File: src/rtl/ring_station_arb_if.sv
// Station output-link bundle: ring/local FIFO head ports, the downstream link and the current grant.
// The arbiter takes the master modport; FIFOs, the downstream link and the bench take slave.
interface ring_station_arb_if #(
    parameter int WIDTH = 8
);
    logic             iRingEmpty;
    logic [WIDTH-1:0] iRingDat;
    logic             oRingRdEn;
    logic             iLoclEmpty;
    logic [WIDTH-1:0] iLoclDat;
    logic             oLoclRdEn;
    logic             oLinkVld;
    logic [WIDTH-1:0] oLinkDat;
    logic             iLinkRdy;
    logic [1:0]       oLock;

    modport master (
        input  iRingEmpty, iRingDat, iLoclEmpty, iLoclDat, iLinkRdy,
        output oRingRdEn, oLoclRdEn, oLinkVld, oLinkDat, oLock
    );

    modport slave (
        output iRingEmpty, iRingDat, iLoclEmpty, iLoclDat, iLinkRdy,
        input  oRingRdEn, oLoclRdEn, oLinkVld, oLinkDat, oLock
    );
endinterface

File: src/rtl/ring_station_arb.sv
// PtRing station output arbiter: wormhole grant between ring pass-through and local injection FIFOs.
// Define RING_ARB_STARVE_EN to add the local starvation counter; without it ring priority is strict.
module ring_station_arb #(
    parameter int WIDTH      = 8,
    parameter int STARVE_MAX = 4
) (
    input  logic                clk,
    input  logic                rst,
    ring_station_arb_if.master  bus
);
    // Handshake: a flit moves downstream on a cycle where oLinkVld & iLinkRdy; the output
    // register reloads (pop or go empty) whenever it is empty or being accepted that cycle.
    // oLock carries the FSM state directly (the enum encoding equals the grant code).
    typedef enum logic [1:0] {
        IDLE       = 2'b00,
        LOCK_RING  = 2'b01,
        LOCK_LOCAL = 2'b10
    } state_t;

    state_t           state_q, state_d;
    logic             link_vld_q, link_vld_d;
    logic [WIDTH-1:0] link_dat_q, link_dat_d;

    logic             ld;
    logic             forced;
    logic             sel_ring, sel_locl;
    logic             ring_rd, locl_rd;
    logic [WIDTH-1:0] pop_dat;
    logic             pop_tail;

    assign ld = !link_vld_q | bus.iLinkRdy;

`ifdef RING_ARB_STARVE_EN
    localparam logic [3:0] STARVE_LIM = 4'(STARVE_MAX);

    logic [3:0] starve_q, starve_d;

    assign forced = (starve_q == STARVE_LIM) & !bus.iLoclEmpty;

    // Counts whole ring packets that went out while local was waiting.
    always_comb begin
        starve_d = starve_q;
        if (locl_rd & pop_tail) begin
            starve_d = 4'd0;
        end else if (ring_rd & pop_tail & !bus.iLoclEmpty & (starve_q != STARVE_LIM)) begin
            starve_d = starve_q + 4'd1;
        end
    end

    always_ff @(posedge clk or posedge rst) begin
        if (rst) begin
            starve_q <= 4'd0;
        end else begin
            starve_q <= starve_d;
        end
    end
`else
    logic unused_starve_max;
    assign unused_starve_max = ^(4'(STARVE_MAX));
    assign forced            = 1'b0;
`endif

    always_comb begin
        sel_ring = 1'b0;
        sel_locl = 1'b0;
        case (state_q)
            IDLE: begin
                if (!bus.iRingEmpty && !forced) begin
                    sel_ring = 1'b1;
                end else if (!bus.iLoclEmpty) begin
                    sel_locl = 1'b1;
                end
            end
            LOCK_RING:  sel_ring = !bus.iRingEmpty;
            LOCK_LOCAL: sel_locl = !bus.iLoclEmpty;
            default:    ;
        endcase
    end

    // Pops are masked during reset so the FIFOs see no read while rst is high.
    assign ring_rd  = ld & sel_ring & !rst;
    assign locl_rd  = ld & sel_locl & !rst;
    assign pop_dat  = ring_rd ? bus.iRingDat : bus.iLoclDat;
    assign pop_tail = pop_dat[WIDTH-1];

    always_comb begin
        state_d    = state_q;
        link_vld_d = link_vld_q;
        link_dat_d = link_dat_q;
        if (ld) begin
            link_vld_d = ring_rd | locl_rd;
            if (ring_rd | locl_rd) begin
                link_dat_d = pop_dat;
            end
        end
        if (ring_rd) begin
            state_d = pop_tail ? IDLE : LOCK_RING;
        end else if (locl_rd) begin
            state_d = pop_tail ? IDLE : LOCK_LOCAL;
        end
    end

    always_ff @(posedge clk or posedge rst) begin
        if (rst) begin
            state_q    <= IDLE;
            link_vld_q <= 1'b0;
            link_dat_q <= '0;
        end else begin
            state_q    <= state_d;
            link_vld_q <= link_vld_d;
            link_dat_q <= link_dat_d;
        end
    end

    assign bus.oRingRdEn = ring_rd;
    assign bus.oLoclRdEn = locl_rd;
    assign bus.oLinkVld  = link_vld_q;
    assign bus.oLinkDat  = link_dat_q;
    assign bus.oLock     = state_q;
endmodule

File: src/flat_wrapper.sv
// flat-port wrapper written by rule: the top's interface ports become plain ports
module ring_station_arb_flat 
#(
    parameter int WIDTH      = 8,
    parameter int STARVE_MAX = 4
)
  (clk, rst, bus_iRingEmpty, bus_iRingDat, bus_iLoclEmpty, bus_iLoclDat, bus_iLinkRdy, bus_oRingRdEn, bus_oLoclRdEn, bus_oLinkVld, bus_oLinkDat, bus_oLock);
  ring_station_arb_if #(.WIDTH(WIDTH)) bus_i ();
  input  logic clk;
  input  logic rst;
  input wire logic [$bits(bus_i.iRingEmpty)-1:0] bus_iRingEmpty;
  input wire logic [$bits(bus_i.iRingDat)-1:0] bus_iRingDat;
  input wire logic [$bits(bus_i.iLoclEmpty)-1:0] bus_iLoclEmpty;
  input wire logic [$bits(bus_i.iLoclDat)-1:0] bus_iLoclDat;
  input wire logic [$bits(bus_i.iLinkRdy)-1:0] bus_iLinkRdy;
  output wire logic [$bits(bus_i.oRingRdEn)-1:0] bus_oRingRdEn;
  output wire logic [$bits(bus_i.oLoclRdEn)-1:0] bus_oLoclRdEn;
  output wire logic [$bits(bus_i.oLinkVld)-1:0] bus_oLinkVld;
  output wire logic [$bits(bus_i.oLinkDat)-1:0] bus_oLinkDat;
  output wire logic [$bits(bus_i.oLock)-1:0] bus_oLock;
  assign bus_i.iRingEmpty = bus_iRingEmpty;
  assign bus_i.iRingDat = bus_iRingDat;
  assign bus_i.iLoclEmpty = bus_iLoclEmpty;
  assign bus_i.iLoclDat = bus_iLoclDat;
  assign bus_i.iLinkRdy = bus_iLinkRdy;
  assign bus_oRingRdEn = bus_i.oRingRdEn;
  assign bus_oLoclRdEn = bus_i.oLoclRdEn;
  assign bus_oLinkVld = bus_i.oLinkVld;
  assign bus_oLinkDat = bus_i.oLinkDat;
  assign bus_oLock = bus_i.oLock;
  ring_station_arb #(.WIDTH(WIDTH), .STARVE_MAX(STARVE_MAX)) u_core (.clk(clk), .rst(rst), .bus(bus_i));
endmodule
File: config.mk
export PLATFORM = sky130hd
export DESIGN_NAME = ring_station_arb_flat
export DESIGN_NICKNAME = d
export VERILOG_FILES = /design/src/rtl/ring_station_arb_if.sv /design/src/rtl/ring_station_arb.sv /design/src/flat_wrapper.sv
export SDC_FILE = /design/constraint.sdc
export NUM_CORES = 1
export LEC_CHECK = 0
export CORE_UTILIZATION = 45
export DETAILED_ROUTE_END_ITERATION = 16
export DONT_BUFFER_PORTS = 1
export SYNTH_ARGS = -nofsm -noshare
export SYNTH_HDL_FRONTEND = slang
export SYNTH_SLANG_ARGS = --single-unit
File: constraint.sdc
create_clock -name clk -period 3 [get_ports clk]
set_input_delay 0.3 -clock clk [delete_from_list [all_inputs] [get_ports clk]]
set_output_delay 0.3 -clock clk [all_outputs]
set_load 0.01 [all_outputs]
# ---- Word level (Yosys, flattened, before mapping)
# Cells that the tools add are included.
dict set report totals {
  ff_bits 11
  input_bits 21
  output_inout_bits 13
  wordCells 28
}
dict set report op_classes {
  eq_ne 2
  n_mux 10
  bitwise 6
  reduce_logical 7
}
# operator count
set ops {}
lappend ops {{$mux W8} 1}
lappend ops {{$mux W2} 3}
lappend ops {{$and A1 B1 Y1} 4}
lappend ops {{$logic_not A1 Y1} 4}
lappend ops {{$mux W1} 4}
lappend ops {{$pmux W1 S2} 2}
lappend ops {{$eq A2 B1 Y1 const B} 1}
lappend ops {{$eq A2 B2 Y1 const B} 1}
lappend ops {{$logic_not A2 Y1} 1}
lappend ops {{$or A1 B1 Y1} 2}
lappend ops {{$reduce_and A2 Y1} 1}
lappend ops {{$reduce_bool A2 Y1} 1}

# ---- Longest topological paths before layout
dict set report logic_depth {
  word_depth 8
  ltp_mapped 5
  ltp_nobuf 4
}

# ---- Least setup slack after synthesis
# OpenSTA, ideal clock, no wires.
dict set report synth_timing {
  path_type {flip-flop to output port}
  startpoint {register u_core.state_q[0], in the netlist u_core.bus.oLock[0]}
  endpoint {output bus_oLoclRdEn}
  arrival_time_ns 1.182
  required_time_ns 2.700
  setup_slack_ns 1.518
  path_stages_with_launch 4
  path_buffers 1
  cell_sequence {dfrtp_1 > or2_1 > buf_6 > nor4_1}
}
dict set report synth_between {
  elab_chain_len 4
  word_cells_on_any_way 5
}
# element line
set synth_lines {}
lappend synth_lines {{from (decl)} ring_station_arb.sv:20} ;# state_t state_q, state_d;
lappend synth_lines {{from (signal assigned)} ring_station_arb.sv:109} ;# state_q <= state_d;
lappend synth_lines {{$eq A2 B2 Y1 or $logic_not A2 Y1 (tied branches)} ring_station_arb.sv:66} ;# case (state_q)
lappend synth_lines {{$pmux W1 S2 *} ring_station_arb.sv:66}
lappend synth_lines {{$and A1 B1 Y1 * (2 in series)} ring_station_arb.sv:82} ;# assign locl_rd = ld & sel_locl & !rst;
lappend synth_lines {{to (decl)} flat_wrapper.sv:17} ;# output wire logic [$bits(bus_i.oLoclRdEn)-1:0] bus_oLoclRdEn;
# Every way passes the cells marked *; elsewhere a longest branch is shown, timed or not.

# ---- Final worst setup path
# Ends and elaborated chain as after synthesis.

==> impl_metrics.env <==
export IMPL_die_y_um=40.6
export IMPL_synth_top_area_share_pct=41.0
export IMPL_antenna_found_initial=0
export IMPL_period_minus_slack_ns=2.05
export IMPL_die_w_um=40.6
export IMPL_min_to="u_core.bus.oLock[0]"
export IMPL_drtIter0Drc=9
export IMPL_postRouteAntennaNets=0
export IMPL_vias_per_cell=7.16
export IMPL_grt_usage_pct=22.3
export IMPL_skew_ns=0.00281
export IMPL_grt_ovfl_total=0
export IMPL_synth_simple_area_share_pct=15.5
export IMPL_drv_slew=0
export IMPL_gp_congestion=0.735
export IMPL_hold_viol_final=0
export IMPL_cts_tree="built"
export IMPL_grt_pass1_vias=503
export IMPL_netlist_instances=66
export IMPL_setup_viol=0
export IMPL_dr_pass1_iters=4
export IMPL_hp_class="input pin to flip-flop"
export IMPL_multi_input_area_um2=342
export IMPL_slew_headroom_pct=51.5
export IMPL_synth_mux_area_share_pct=0
export IMPL_start_kind="flip-flop"
export IMPL_cts_hold_buf=1
export IMPL_ys_warn_count=0
export IMPL_worst_pin_slew_ns=0.726
export IMPL_clk_latency_ns=0.27
export IMPL_reg2regPathDepth=3
export IMPL_hold_start="bus_iRingDat[7]"
export IMPL_cts_setup_buffers=0
export IMPL_cts_buffers=3
export IMPL_ff2ff_setup_slack_ns=1.32
export IMPL_worstSetupPathType="flip-flop to output port"
export IMPL_async_reset_ff_share_pct=100
export IMPL_layout_drive_gt1_share_pct=10.8
export IMPL_ioPinCount=34
export IMPL_grt_max_degree=22
export IMPL_synth_seq_area_share_pct=41.0
export IMPL_synth_avg_cell_area_um2=10.2
export IMPL_num_vias=573
export IMPL_cap_violations=0
export IMPL_worstPathMaxFanout=12
export IMPL_nets=87
export IMPL_synth_compound_area_share_pct=35.4
export IMPL_fillers=126
export IMPL_powerDensity_nw_per_um2=916
export IMPL_max_freq_mhz=488
export IMPL_syn_num_nets=87
export IMPL_synthMostInstantiatedCell="dfrtp_1"
export IMPL_finalPower_mw=0.636
export IMPL_final_area_um2=694
export IMPL_drc=0
export IMPL_worst_slack_ns=0.950
export IMPL_whs_path_depth=1
export IMPL_yosysTopAreaCell="dfrtp_1"
export IMPL_ys_types=25
export IMPL_crit_arrival_ns=1.75
export IMPL_cts_buffer_depth=2
export IMPL_status="finished, final reports clean"
export IMPL_dpl_cell_area_um2=658
export IMPL_dp_hpwl_mm=1.03
export IMPL_grt_pass1_wl_mm=2.29
export IMPL_clk_pin_slew_ns=0.07
export IMPL_synthTopCellsByCount="dfrtp_1 (11), a2bb2oi_1 (7), nor3b_1 (7), o211ai_1 (7), o41ai_1 (7)"
export IMPL_dieArea_um2=1650
export IMPL_clock_sinks=11
export IMPL_portBuffers=0
export IMPL_seqCellArea_um2=275
export IMPL_post_route_period_util_pct=68.3
export IMPL_std_cell_rows=13
export IMPL_ys_top_cells_by_area="dfrtp_1 (41%), a2bb2oi_1 (9.1%), o41ai_1 (9.1%)"
export IMPL_tns_ns=0
export IMPL_avgRoutedWirePerCell_um=20.0
export IMPL_syn2layout_area_growth_pct=3.54
export IMPL_cp_data_required_time_ns=2.70
export IMPL_rsz0062_at_grt="false"
export IMPL_synthXorXnorAreaFrac_pct=0
export IMPL_rr_startpoint="u_core.bus.oLock[0]"
export IMPL_worstReg2RegEnd="u_core.bus.oLinkDat[7]"
export IMPL_cts_htree_levels=1
export IMPL_drt_total_wl_mm=1.60
export IMPL_antenna_cells=0
export IMPL_post_place_ws_ns=1.24
export IMPL_start_util_pct=49.7
export IMPL_synth_edf_count=0
export IMPL_synth_seq_cells=11
export IMPL_synth_area_um2=671
export IMPL_power_leakage_nw=0.246
export IMPL_vdd_drop_max_mv=0.478
export IMPL_end_kind="output port"
export IMPL_synthFlopType="dfrtp_1"
export IMPL_cts_resized=0
export IMPL_synthAdderAreaFrac_pct=0
export IMPL_clock_root_buffer="clkbuf_4"
export IMPL_coreArea_um2=1350
export IMPL_synth_top_family_by_area="compound AO/OA/AOI/OAI gates"
==> worst max-delay path by stage <==
stage	from	to	slack, ns
after global routing	u_core.bus.oLock[0]	bus_oLoclRdEn	0.86
after floorplan	u_core.bus.oLock[0]	bus_oLoclRdEn	1.52
after CTS	u_core.bus.oLock[0]	bus_oLoclRdEn	0.94
after detailed placement	u_core.bus.oLock[0]	bus_oLoclRdEn	1.24
final	u_core.bus.oLock[0]	bus_oLoclRdEn	0.95
after global placement	u_core.bus.oLock[0]	bus_oLoclRdEn	1.27
==> registers in the layout, indices dropped and copies added, names as in the netlist <==
register and cells:
u_core.bus.oLinkVld 1, u_core.bus.oLock 2, u_core.bus.oLinkDat 8
==> where the power goes <==
group / leakage [nW] / switching (mW) / internal [mW]
Combinational: 0.106 / 0.106 / 0.102
Clock: 0.0150 / 0.0528 / 0.0516
Sequential: 0.125 / 0.104 / 0.220
==> layer usage <==
layer,share of wire (%),track usage [%]
met3,8.3,8.89
met1,45,30.6
met2,45,29.0
met4,1.7,12.5
met5,0,0
==> cells by family (layout without fill, tap and decap cells) <==
| family | count (synthesis) | count (layout) |
|---|---|---|
| buf+inv | 10 | 9 |
| compound gates | 29 | 29 |
| simple gates | 16 | 16 |
| flops | 11 | 11 |
==> stage by stage <==
step	instances	utilization (%)	hold WS, ns
floorplan	66	-	0.387
global placement	75	48.7	0.241
detailed placement	75	48.7	0.244
CTS	80	51.4	0.105
global route	80	51.4	0.0903
finish	80	51.4	0.104
==> critical path, cell delays in order, from the launching register on <==
cell and delay (ns):
dfrtp_1 0.54, or2_1 0.43, nor4_1 0.50
==> cell type report <==
class | count | share of cell area (%)
Multi-Input combinational cell | 45 | 49.2
Sequential cell | 11 | 39.6
Clock buffer | 4 | 3.78
Timing Repair Buffer | 3 | 3.60
Tap cell | 15 | 2.70
Inverter | 2 | 1.08
==> layout by cell type, fill, tap and decap left out <==
master,synthesis,layout
inv_1,2,2
buf_4,0,2
nor3b_1,7,7
o211ai_1,7,7
o21ai_0,1,1
clkbuf_1,5,1
clkbuf_4,0,3
nand3_1,1,1
a31oi_1,1,1
nor2_1,1,1
dfrtp_1,11,11
a2bb2oi_1,7,7
o32a_1,1,1
a41oi_1,2,2
dlygate4sd3_1,0,1
o31a_1,1,1
nor2_2,1,1
o22a_2,1,1
or2_1,1,1
nor3_1,1,1
nor2b_1,1,1
o41ai_1,7,7
a21oi_1,1,1
or3_1,1,1
nor4_1,1,1
nand2b_1,1,1
No activity file was read; power rests on OpenSTA's default activity.
